[config.mk]
export PLATFORM = sky130hd
export DESIGN_NAME = silu_vec_driver
export DESIGN_NICKNAME = d
export VERILOG_FILES = /design/src/rtl/silu_pkg.sv /design/src/rtl/silu_lane_unpacker.sv /design/src/rtl/silu_vec_driver.sv
export SDC_FILE = /design/constraint.sdc
export NUM_CORES = 1
export LEC_CHECK = 0
export ABC_AREA = 1
export CAP_MARGIN = 20
export CORE_MARGIN = 2
export CORE_UTILIZATION = 50
export DETAILED_ROUTE_END_ITERATION = 10
export PLACE_DENSITY = 0.8
export SYNTH_ARGS = -nofsm -noshare
export SYNTH_HDL_FRONTEND = slang
export SYNTH_SLANG_ARGS = --single-unit
export TNS_END_PERCENT = 1
[constraint.sdc]
create_clock -name clk -period 2.8 [get_ports clk]
set_input_delay 0.7 -clock clk [delete_from_list [all_inputs] [get_ports clk]]
set_output_delay 0.7 -clock clk [all_outputs]
set_load 0.02 [all_outputs]
[src/rtl/silu_pkg.sv]
// Shared constants and state type for the SiLU vector driver and its lane unpacker.
package silu_pkg;

  localparam int unsigned          FP16_W    = 16;
  localparam logic [FP16_W-1:0]    FP16_ZERO = 16'h0000;

  typedef enum logic [1:0] {
    FILL,
    START,
    WAIT,
    DRAIN
  } silu_drv_state_t;

endpackage

[src/rtl/silu_lane_unpacker.sv]
// Holds a captured engine product and replays its first n lanes, lane 0 (MSBs) first,
// on a valid/ready stream.
module silu_lane_unpacker
  import silu_pkg::*;
#(
  parameter int unsigned DATA_WIDTH = FP16_W,
  parameter int unsigned SIZE       = 4,
  parameter int unsigned CW         = $clog2(SIZE + 1)
) (
  input  logic                       clk,
  input  logic                       reset,
  input  logic                       i_load,
  input  logic [SIZE*DATA_WIDTH-1:0] i_buf,
  input  logic [CW-1:0]              i_n_valid,
  input  logic                       i_last_flag,
  output logic [DATA_WIDTH-1:0]      o_data,
  output logic                       o_valid,
  output logic                       o_last,
  input  logic                       i_ready,
  output logic                       o_done
);

  logic [SIZE*DATA_WIDTH-1:0] r_buf;
  logic [CW-1:0]              r_idx;
  logic [CW-1:0]              r_n;
  logic                       r_last;
  logic                       r_active;
  logic                       w_fire;
  logic                       w_final;

  assign w_fire  = r_active && i_ready;
  assign w_final = (r_idx == (r_n - CW'(1)));

  always_ff @(posedge clk) begin
    if (reset) begin
      r_buf    <= '0;
      r_idx    <= '0;
      r_n      <= '0;
      r_last   <= 1'b0;
      r_active <= 1'b0;
    end else if (i_load) begin
      r_buf    <= i_buf;
      r_idx    <= '0;
      r_n      <= i_n_valid;
      r_last   <= i_last_flag;
      r_active <= 1'b1;
    end else if (w_fire) begin
      if (w_final) begin
        r_active <= 1'b0;
        r_idx    <= '0;
      end else begin
        r_idx <= r_idx + CW'(1);
      end
    end
  end

  always_comb begin
    o_data = '0;
    for (int i = 0; i < SIZE; i++) begin
      if (r_idx == CW'(i)) o_data = r_buf[(SIZE-1-i)*DATA_WIDTH +: DATA_WIDTH];
    end
  end

  assign o_valid = r_active;
  assign o_last  = r_active && r_last && w_final;
  assign o_done  = w_fire && w_final;

endmodule

[src/rtl/silu_vec_driver.sv]
// Packs FP16 words into SIZE-lane vectors, starts the SiLU engine, and streams back results.
// Optional watchdog on the engine wait: define SILU_VEC_DRIVER_TIMEOUT_EN.
module silu_vec_driver
  import silu_pkg::*;
#(
  parameter int unsigned DATA_WIDTH = FP16_W,
  parameter int unsigned SIZE       = 4,
  parameter int unsigned TIMEOUT    = 64
) (
  input  logic                       clk,
  input  logic                       reset,
  input  logic [DATA_WIDTH-1:0]      in_data,
  input  logic                       in_valid,
  input  logic                       in_last,
  output logic                       in_ready,
  output logic [SIZE*DATA_WIDTH-1:0] act_x,
  output logic                       act_start,
  input  logic [SIZE*DATA_WIDTH-1:0] act_product,
  input  logic                       act_finished,
  output logic [DATA_WIDTH-1:0]      out_data,
  output logic                       out_valid,
  output logic                       out_last,
  input  logic                       out_ready,
  output logic                       busy,
  output logic                       timeout_err
);

  localparam int unsigned    VW       = SIZE * DATA_WIDTH;
  localparam int unsigned    CW       = $clog2(SIZE + 1);
  localparam logic [CW-1:0]  LastLane = CW'(SIZE - 1);

  if (TIMEOUT < 2) begin : g_bad_timeout
    $error("TIMEOUT must be at least 2");
  end

  silu_drv_state_t r_state;
  silu_drv_state_t w_state_next;

  logic [CW-1:0]         r_cnt;
  logic [CW-1:0]         r_n_valid;
  logic [VW-1:0]         r_x;
  logic                  r_last_flag;
  logic                  w_in_ready;
  logic                  w_act_start;
  logic                  w_in_fire;
  logic                  w_close;
  logic                  w_wait_armed;
  logic                  w_capture;
  logic                  w_timeout;
  logic                  w_timeout_err;
  logic                  w_done;
  logic [DATA_WIDTH-1:0] w_out_data;
  logic                  w_out_valid;
  logic                  w_out_last;

  assign w_in_fire = w_in_ready && in_valid;
  assign w_close   = w_in_fire && (in_last || (r_cnt == LastLane));
  assign w_capture = (r_state == WAIT) && w_wait_armed && act_finished;

`ifdef SILU_VEC_DRIVER_TIMEOUT_EN
  localparam int unsigned TW = $clog2(TIMEOUT + 1);

  logic [TW-1:0] r_wait_cnt;
  logic          r_timeout_err;

  // Counts WAIT cycles already elapsed; zero marks the first WAIT cycle.
  always_ff @(posedge clk) begin
    if (reset || (r_state != WAIT)) begin
      r_wait_cnt <= '0;
    end else begin
      r_wait_cnt <= r_wait_cnt + TW'(1);
    end
  end

  always_ff @(posedge clk) begin
    if (reset) begin
      r_timeout_err <= 1'b0;
    end else if (w_timeout) begin
      r_timeout_err <= 1'b1;
    end
  end

  assign w_wait_armed  = (r_wait_cnt != '0);
  assign w_timeout     = (r_state == WAIT) && !w_capture && (r_wait_cnt == TW'(TIMEOUT - 1));
  assign w_timeout_err = r_timeout_err;
`else
  logic r_wait_armed;

  // Low in the first WAIT cycle so a stale Finished is not taken as completion.
  always_ff @(posedge clk) begin
    if (reset) begin
      r_wait_armed <= 1'b0;
    end else begin
      r_wait_armed <= (r_state == WAIT);
    end
  end

  assign w_wait_armed  = r_wait_armed;
  assign w_timeout     = 1'b0;
  assign w_timeout_err = 1'b0;
`endif

  always_ff @(posedge clk) begin
    if (reset) begin
      r_state <= FILL;
    end else begin
      r_state <= w_state_next;
    end
  end

  always_comb begin
    w_state_next = r_state;
    unique case (r_state)
      FILL:    if (w_close) w_state_next = START;
      START:   w_state_next = WAIT;
      WAIT:    if (w_capture || w_timeout) w_state_next = DRAIN;
      DRAIN:   if (w_done) w_state_next = FILL;
      default: w_state_next = FILL;
    endcase
  end

  always_comb begin
    w_in_ready  = 1'b0;
    w_act_start = 1'b0;
    unique case (r_state)
      FILL:    w_in_ready  = 1'b1;
      START:   w_act_start = 1'b1;
      default: ;
    endcase
  end

  // Vector is zeroed on drain completion so unfilled lanes of the next vector pad to 0.
  always_ff @(posedge clk) begin
    if (reset) begin
      r_cnt       <= '0;
      r_n_valid   <= '0;
      r_x         <= '0;
      r_last_flag <= 1'b0;
    end else if (w_in_fire) begin
      for (int i = 0; i < SIZE; i++) begin
        if (r_cnt == CW'(i)) r_x[(SIZE-1-i)*DATA_WIDTH +: DATA_WIDTH] <= in_data;
      end
      r_cnt <= r_cnt + CW'(1);
      if (w_close) begin
        r_n_valid   <= r_cnt + CW'(1);
        r_last_flag <= in_last;
      end
    end else if (w_done) begin
      r_cnt <= '0;
      r_x   <= '0;
    end
  end

  silu_lane_unpacker #(
    .DATA_WIDTH (DATA_WIDTH),
    .SIZE       (SIZE),
    .CW         (CW)
  ) u_unpacker (
    .clk         (clk),
    .reset       (reset),
    .i_load      (w_capture || w_timeout),
    .i_buf       (w_capture ? act_product : {VW{1'b0}}),
    .i_n_valid   (r_n_valid),
    .i_last_flag (r_last_flag),
    .o_data      (w_out_data),
    .o_valid     (w_out_valid),
    .o_last      (w_out_last),
    .i_ready     (out_ready),
    .o_done      (w_done)
  );

  assign in_ready    = w_in_ready && !reset;
  assign act_start   = w_act_start && !reset;
  assign act_x       = reset ? {VW{1'b0}} : r_x;
  assign out_data    = reset ? {DATA_WIDTH{1'b0}} : w_out_data;
  assign out_valid   = w_out_valid && !reset;
  assign out_last    = w_out_last && !reset;
  assign busy        = !reset && ((r_state != FILL) || (r_cnt != '0));
  assign timeout_err = w_timeout_err && !reset;

endmodule

# Yosys cells after proc, flatten, opt, wreduce, memory -nomap -nowiden
# Index checks and enable logic that the tools add are counted.
[word_totals]
ff_bits = 146
[classes]
n_addsub = 3
reduce_logical = 32
n_eq_ne = 17
muxes = 24
[op_table]
columns = ["op", "count"]
rows = [
  ["64-bit two-way mux", 3],
  ["16-bit two-way mux", 9],
  ["1-bit logical AND", 13],
  ["3-bit by 2-bit == test with 1-bit output (second input constant)", 4],
  ["2-bit by 1-bit != test with 1-bit output (second input constant)", 6],
  ["2-bit AND reduction", 6],
  ["3-bit two-way mux", 3],
  ["2-bit one-hot mux with 4 select lines", 1],
  ["2-bit nonzero test", 4],
  ["3-bit by 1-bit adder with 3-bit output (second input constant)", 2],
  ["3-bit by 1-bit == test with 1-bit output (second input constant)", 2],
  ["3-bit zero test", 2],
  ["2-bit two-way mux", 3],
  ["1-bit two-way mux", 5],
  ["2-bit == test (second input constant)", 2],
  ["3-bit == test", 1],
  ["3-bit AND reduction", 1],
  ["3-bit nonzero test", 1],
  ["3-bit by 1-bit subtractor with 3-bit output (second input constant)", 1],
  ["2-bit by 1-bit == test with 1-bit output (second input constant)", 1],
  ["2-bit zero test", 1],
  ["1-bit logical OR", 2],
  ["2-bit != test (second input constant)", 1],
  ["2-bit OR reduction", 1],
  ["1-bit zero test", 1],
]

# Logic depth before layout (Yosys ltp)
[depth]
ltp_word = 6
depth_mapped = 12
depth_no_buf = 12

# Hierarchy
# From an unflattened synthesis, not the netlist that was laid out.
[hier_totals]
cells_unflattened = 1068
hier_area_um2 = 7199.4
[modules_own_cells]
columns = ["mod", "cells_each", "seq_area_each_um2", "instances", "area_per_inst_um2"]
rows = [
  ["silu_vec_driver", 592, 1481.4, 1, 3746.1],
  ["silu_lane_unpacker", 476, 1441.4, 1, 3453.3],
]

# Worst setup path before layout
# Ideal clock, no wire load.
[synth_timing]
path_type = "input -> output"
startpoint = "in reset"
endpoint = "out out_last"
t_arrival_ps = 1785
path_buffers = 1
required_time_ps = 2100
setup_slack_ps = 315
path_stages = 4
cell_sequence = "buf_2 > nor2_1 > inv_1 > nor3_1"
[synth_between]
elab_chain_len = 2
[synth_lines]
columns = ["element", "line", "text"]
rows = [
  ["from (decl)", "silu_vec_driver.sv:11", "input logic reset,"],
  ["1-bit zero test", "n/a", ""],
  ["1-bit logical AND", "silu_vec_driver.sv:177", "assign out_last = w_out_last && !reset;"],
  ["to (decl)", "silu_vec_driver.sv:22", "output logic out_last,"],
]
# Every way passes these cells.

# Worst setup path after layout
[layout_timing]
startpoint = "reg u_unpacker.r_idx[1]"
endpoint = "out out_data[4]"
[layout_between]
elab_chain_len = 6
word_cells_on_any_way = 9
classes_between = "eq/ne: 3; mux: 5; reduce/logical: 1"
[layout_lines]
columns = ["element", "line", "text"]
rows = [
  ["from (decl)", "silu_lane_unpacker.sv:24", "logic [CW-1:0] r_idx;"],
  ["from (signal assigned)", "silu_lane_unpacker.sv:52", "r_idx <= r_idx + CW'(1);"],
  ["3-bit zero test", "silu_lane_unpacker.sv:60", "if (r_idx == CW'(i)) o_data = r_buf[(SIZE-1-i)*DATA_WIDTH +: DATA_WIDTH];"],
  ["16-bit two-way mux (3 in series)", "silu_lane_unpacker.sv:60", ""],
  ["16-bit two-way mux (*)", "silu_lane_unpacker.sv:60", ""],
  ["16-bit two-way mux (*)", "silu_vec_driver.sv:175", "assign out_data = reset ? {DATA_WIDTH{1'b0}} : w_out_data;"],
  ["to (decl)", "silu_vec_driver.sv:20", "output logic [DATA_WIDTH-1:0] out_data,"],
]
# Mark *: on every way between the ends. The rest lies on a longest branch, timed or not.

==> Implementation_results.wiki <==
{| class="wikitable"
! Metric !! Value
|-
| Run status || complete, no violations
|-
| Synth Register Bits || 146
|-
| Total power of the final layout || 5.61 mW
|-
| First-pass GRT wire length || 30,100 µm
|-
| Net count of the mapped netlist || 929
|-
| First-pass DRT Iterations || 5
|-
| Clock group share of total power || 41.4%
|-
| Largest cells by area after synthesis || sky130_fd_sc_hd__dfxtp_1, sky130_fd_sc_hd__nand2_1, sky130_fd_sc_hd__inv_1
|-
| Num CTS Buffers || 17
|-
| Post-DP HPWL || 13,200 µm
|-
| Leading area contributor after synthesis || sky130_fd_sc_hd__dfxtp_1
|-
| Required time of the critical path || 2.10 ns
|-
| Overall via count from detail_route || 6,356
|-
| Clock Root Buffer || sky130_fd_sc_hd__clkbuf_16
|-
| Remaining routing DRC violations || 0
|-
| Slowest stage cell, crit path || sky130_fd_sc_hd__dfxtp_1
|-
| Share of total power in sequential cells || 40.1%
|-
| Antenna violation net count after detailed routing || 0
|-
| Area added between synthesis and finish || 42.0%
|-
| Delay of the slowest critical-path stage || 0.31 ns
|-
| Type of the tightest min-delay check || flip-flop to flip-flop
|-
| Post-Syn Area || 0.00630 mm²
|-
| Count of maximum capacitance violations || 0
|-
| Largest net degree at the start of global routing || 54
|-
| Post-route fraction of the period consumed by the critical path || 97.1%
|-
| Via count of the first global-routing pass || 5,882
|-
| Critical Path Source Type || flip-flop
|-
| Diodes inserted || 0
|-
| Element type at the critical path end || output port
|-
| Post-Synthesis Cells || 827
|-
| Overflow after GRT || 0
|-
| Sequential area share after synthesis || 46.4%
|-
| Worst-path maximum fanout || 16
|-
| Combinational group share of total power || 18.5%
|-
| Net switching fraction of the power || 28.0%
|-
| Clk sinks || 146
|-
| Maximum clock path buffer count || 2
|-
| Die width || 116 µm
|-
| Drt initial violations || 527
|-
| DR vias/cell || 5.24
|-
| Io pins || 172
|-
| Die Y || 116 µm
|-
| Die footprint || 0.0135 mm²
|-
| Min cycle time layout || 2.72 ns
|-
| Slew Limit Headroom || 42.0%
|-
| Crit path buf inv count || 4
|-
| H-tree lvl count || 4
|-
| Number of failing hold endpoints at the final stage || 0
|-
| Library cells used by synthesis || 27
|-
| GR Util All Layers || 28.6%
|-
| Data arrival time of the critical path || 2.02 ns
|-
| Share of final-layout standard cells stronger than drive strength 1 || 14.9%
|-
| Pwr dens || 627 mW/mm²
|-
| TritonCTS clock tree || built
|-
| Cell internal power dissipation || 4.04 mW
|-
| Placeable Area || 0.0125 mm²
|-
| Slew Limit Fails || 0
|-
| Number of port buffers || 170
|-
| Switching power summed over all nets || 1.57 mW
|-
| Antenna violations before repair || 0
|-
| Hold slack || 0.457 ns
|-
| Cell breakdown of the critical path || buf_4, ha_1, ha_1, inv_1, buf_12, o211ai_1, a21oi_1, buf_4
|-
| Clock transition at the registers of the reported paths || 0.06 ns
|-
| NumNets Final || 1,131
|-
| Total number of yosys warnings || 0
|-
| Largest clock skew in the final design || 0.00672 ns
|-
| Maximum clock frequency || 368 MHz
|-
| Pleak || 4.37 nW
|-
| Mean post-synth cell area || 7.62 µm²
|-
| Slew at the pin with the worst max-slew slack || 0.868 ns
|-
| Share of Yosys cell area claimed by the top area cell type || 46.4%
|-
| Routed WL per cell || 15.7 µm
|-
| Sum of routed wire length over all layers || 19,000 µm
|-
| Category of cells accounting for the largest share of critical-path delay || buffers and inverters
|-
| Skew-Pair Late Insertion Delay || 0.43 ns
|-
| Total number of placement rows || 41
|-
| RSZ-0062 raised after global routing || yes
|-
| Critical path class || flip-flop to output port
|-
| Final estimated routing congestion in global placement || 0.871
|-
| Initial standard-cell utilization of the core || 50.6%
|-
| Worst VDD drop || 0.000442 V
|-
| Number of failing setup endpoints in the final timing report || 0
|}
-- cell type report --
type,instances,area [µm²]
multi-input cells,467,2520
flip-flops and latches,146,2920
inverters,166,626
fillers,953,3510
clock inverters,9,129
repair buffers,231,2070
well taps,172,215
clock buffers,23,468
-- state kept, by name, summed over array words and instances (netlist names) --
register / count
r_state: 2
u_unpacker.r_n: 3
u_unpacker.r_buf: 64
u_unpacker.r_last: 1
r_last_flag: 1
r_x: 64
r_wait_armed: 1
r_cnt: 3
u_unpacker.r_idx: 3
r_n_valid: 3
u_unpacker.o_valid: 1
-- worst reg2reg max path, cell delays in order (launching register included) --
cell and delay (ns):
sky130_fd_sc_hd__dfxtp_1 0.38, sky130_fd_sc_hd__inv_1 0.10, sky130_fd_sc_hd__ha_1 0.28, sky130_fd_sc_hd__nand3_2 0.10, sky130_fd_sc_hd__nand2_1 0.15, sky130_fd_sc_hd__inv_2 0.68
sky130_fd_sc_hd__o2111ai_1 0.26, sky130_fd_sc_hd__inv_1 0.10
-- timing repair --
action                                 4_1_cts  5_1_grt
resized for setup                          130       77
setup endpoints to repair                   84       80
buffers inserted                             0        2
hold buffers                                 0        0
pin swaps                                    2        4
gates cloned                                 0        1
endpoints found under the hold margin        0        0
-- cell usage in the layout (no fill, tap or decap), types with 17 or more instances in the layout --
cell,netlist,layout
sky130_fd_sc_hd__clkbuf_16,0,18
sky130_fd_sc_hd__nand3_1,39,39
sky130_fd_sc_hd__dlygate4sd2_1,0,30
sky130_fd_sc_hd__nand2_1,169,169
sky130_fd_sc_hd__dfxtp_1,146,145
sky130_fd_sc_hd__clkdlybuf4s50_1,0,84
sky130_fd_sc_hd__a21oi_1,42,41
sky130_fd_sc_hd__o22ai_1,64,64
sky130_fd_sc_hd__clkdlybuf4s15_1,0,17
sky130_fd_sc_hd__buf_4,1,64
sky130_fd_sc_hd__o211ai_1,32,32
sky130_fd_sc_hd__o21ai_0,71,71
sky130_fd_sc_hd__clkbuf_2,1,20
sky130_fd_sc_hd__inv_1,160,159
-- metrics by stage --
step	cell area, µm²	setup slack, ns	cells	TNS (ns)	utilization [%]
2_1_floorplan	6300	0.315	827	0	-
3_3_place_gp	8490	-0.241	1179	-19.19	68.1
3_5_place_dp	8490	-0.237	1179	-18.41	68.1
4_1_cts	8970	-0.0160	1211	-0.0317	71.9
5_1_grt	8950	-0.0596	1214	-0.189	71.8
6_report	8950	0.0814	1214	0	71.8
-- layer usage --
metal  up-vias  wire length (µm)  global-route usage [%]  share of wire [%]
met1      2962              8210                    37.5                 43
met3        40              1470                    8.04                7.7
met2       257              8840                    45.2                 46
li1       3097                 -                       -                  -
met4         0               503                    10.2                2.6
met5         -                 0                       0                  0
-- power groups by stage --
stage,Sequential [mW],Combinational [mW],Clock [mW]
6_report,2.25,1.04,2.32
2_1_floorplan,2.28,0.651,0
4_1_cts,2.25,1.03,2.33
3_3_place_gp,2.29,1.04,0
3_5_place_dp,2.29,1.06,0
5_1_grt,2.26,1.14,2.42
-- cell usage after synthesis --
| library cell | number |
|---|---|
| sky130_fd_sc_hd__o211ai_1 | 32 |
| sky130_fd_sc_hd__nor2_1 | 10 |
| sky130_fd_sc_hd__inv_2 | 6 |
| sky130_fd_sc_hd__inv_1 | 160 |
| sky130_fd_sc_hd__a21oi_1 | 42 |
| sky130_fd_sc_hd__ha_1 | 16 |
| sky130_fd_sc_hd__nor2_4 | 2 |
| sky130_fd_sc_hd__nand2_4 | 4 |
| sky130_fd_sc_hd__a22oi_2 | 1 |
| sky130_fd_sc_hd__o21ai_0 | 71 |
| sky130_fd_sc_hd__o22ai_1 | 64 |
| sky130_fd_sc_hd__dfxtp_1 | 146 |
| sky130_fd_sc_hd__buf_4 | 1 |
| sky130_fd_sc_hd__nor3_1 | 1 |
| sky130_fd_sc_hd__nand3_1 | 39 |
| sky130_fd_sc_hd__nand4_1 | 1 |
| sky130_fd_sc_hd__nand4_4 | 1 |
| sky130_fd_sc_hd__clkbuf_2 | 1 |
| sky130_fd_sc_hd__buf_2 | 26 |
| sky130_fd_sc_hd__nand3_2 | 4 |
| sky130_fd_sc_hd__buf_6 | 4 |
| sky130_fd_sc_hd__o2111ai_1 | 2 |
| sky130_fd_sc_hd__o22ai_2 | 3 |
| sky130_fd_sc_hd__nand2_2 | 4 |
| sky130_fd_sc_hd__clkbuf_1 | 16 |
| sky130_fd_sc_hd__conb_1 | 1 |
| sky130_fd_sc_hd__nand2_1 | 169 |
-- final timing paths --
path                       start                  end  slack [ns]  cells past startpoint
min                 r_n_valid[2]         r_n_valid[2]        0.46                      2
max          u_unpacker.r_idx[1]          out_data[4]        0.08                      8
min reg2reg         r_n_valid[2]         r_n_valid[2]        0.46                      2
max reg2reg           r_state[0]  u_unpacker.r_idx[2]        0.69                      7
-- cell families (layout without fill, tap and decap cells) --
family,count (synthesis),in the layout,synth area share (%)
AO/OA/AOI/OAI,215,215,20.2
adder cells (fa/ha/maj),16,16,3.18
buffers and inverters,214,429,13.8
flip-flops,146,146,46.4
other,1,1,0.0595
AND/OR/NAND/NOR,235,235,16.4
Power figures use the tool's default switching activity.
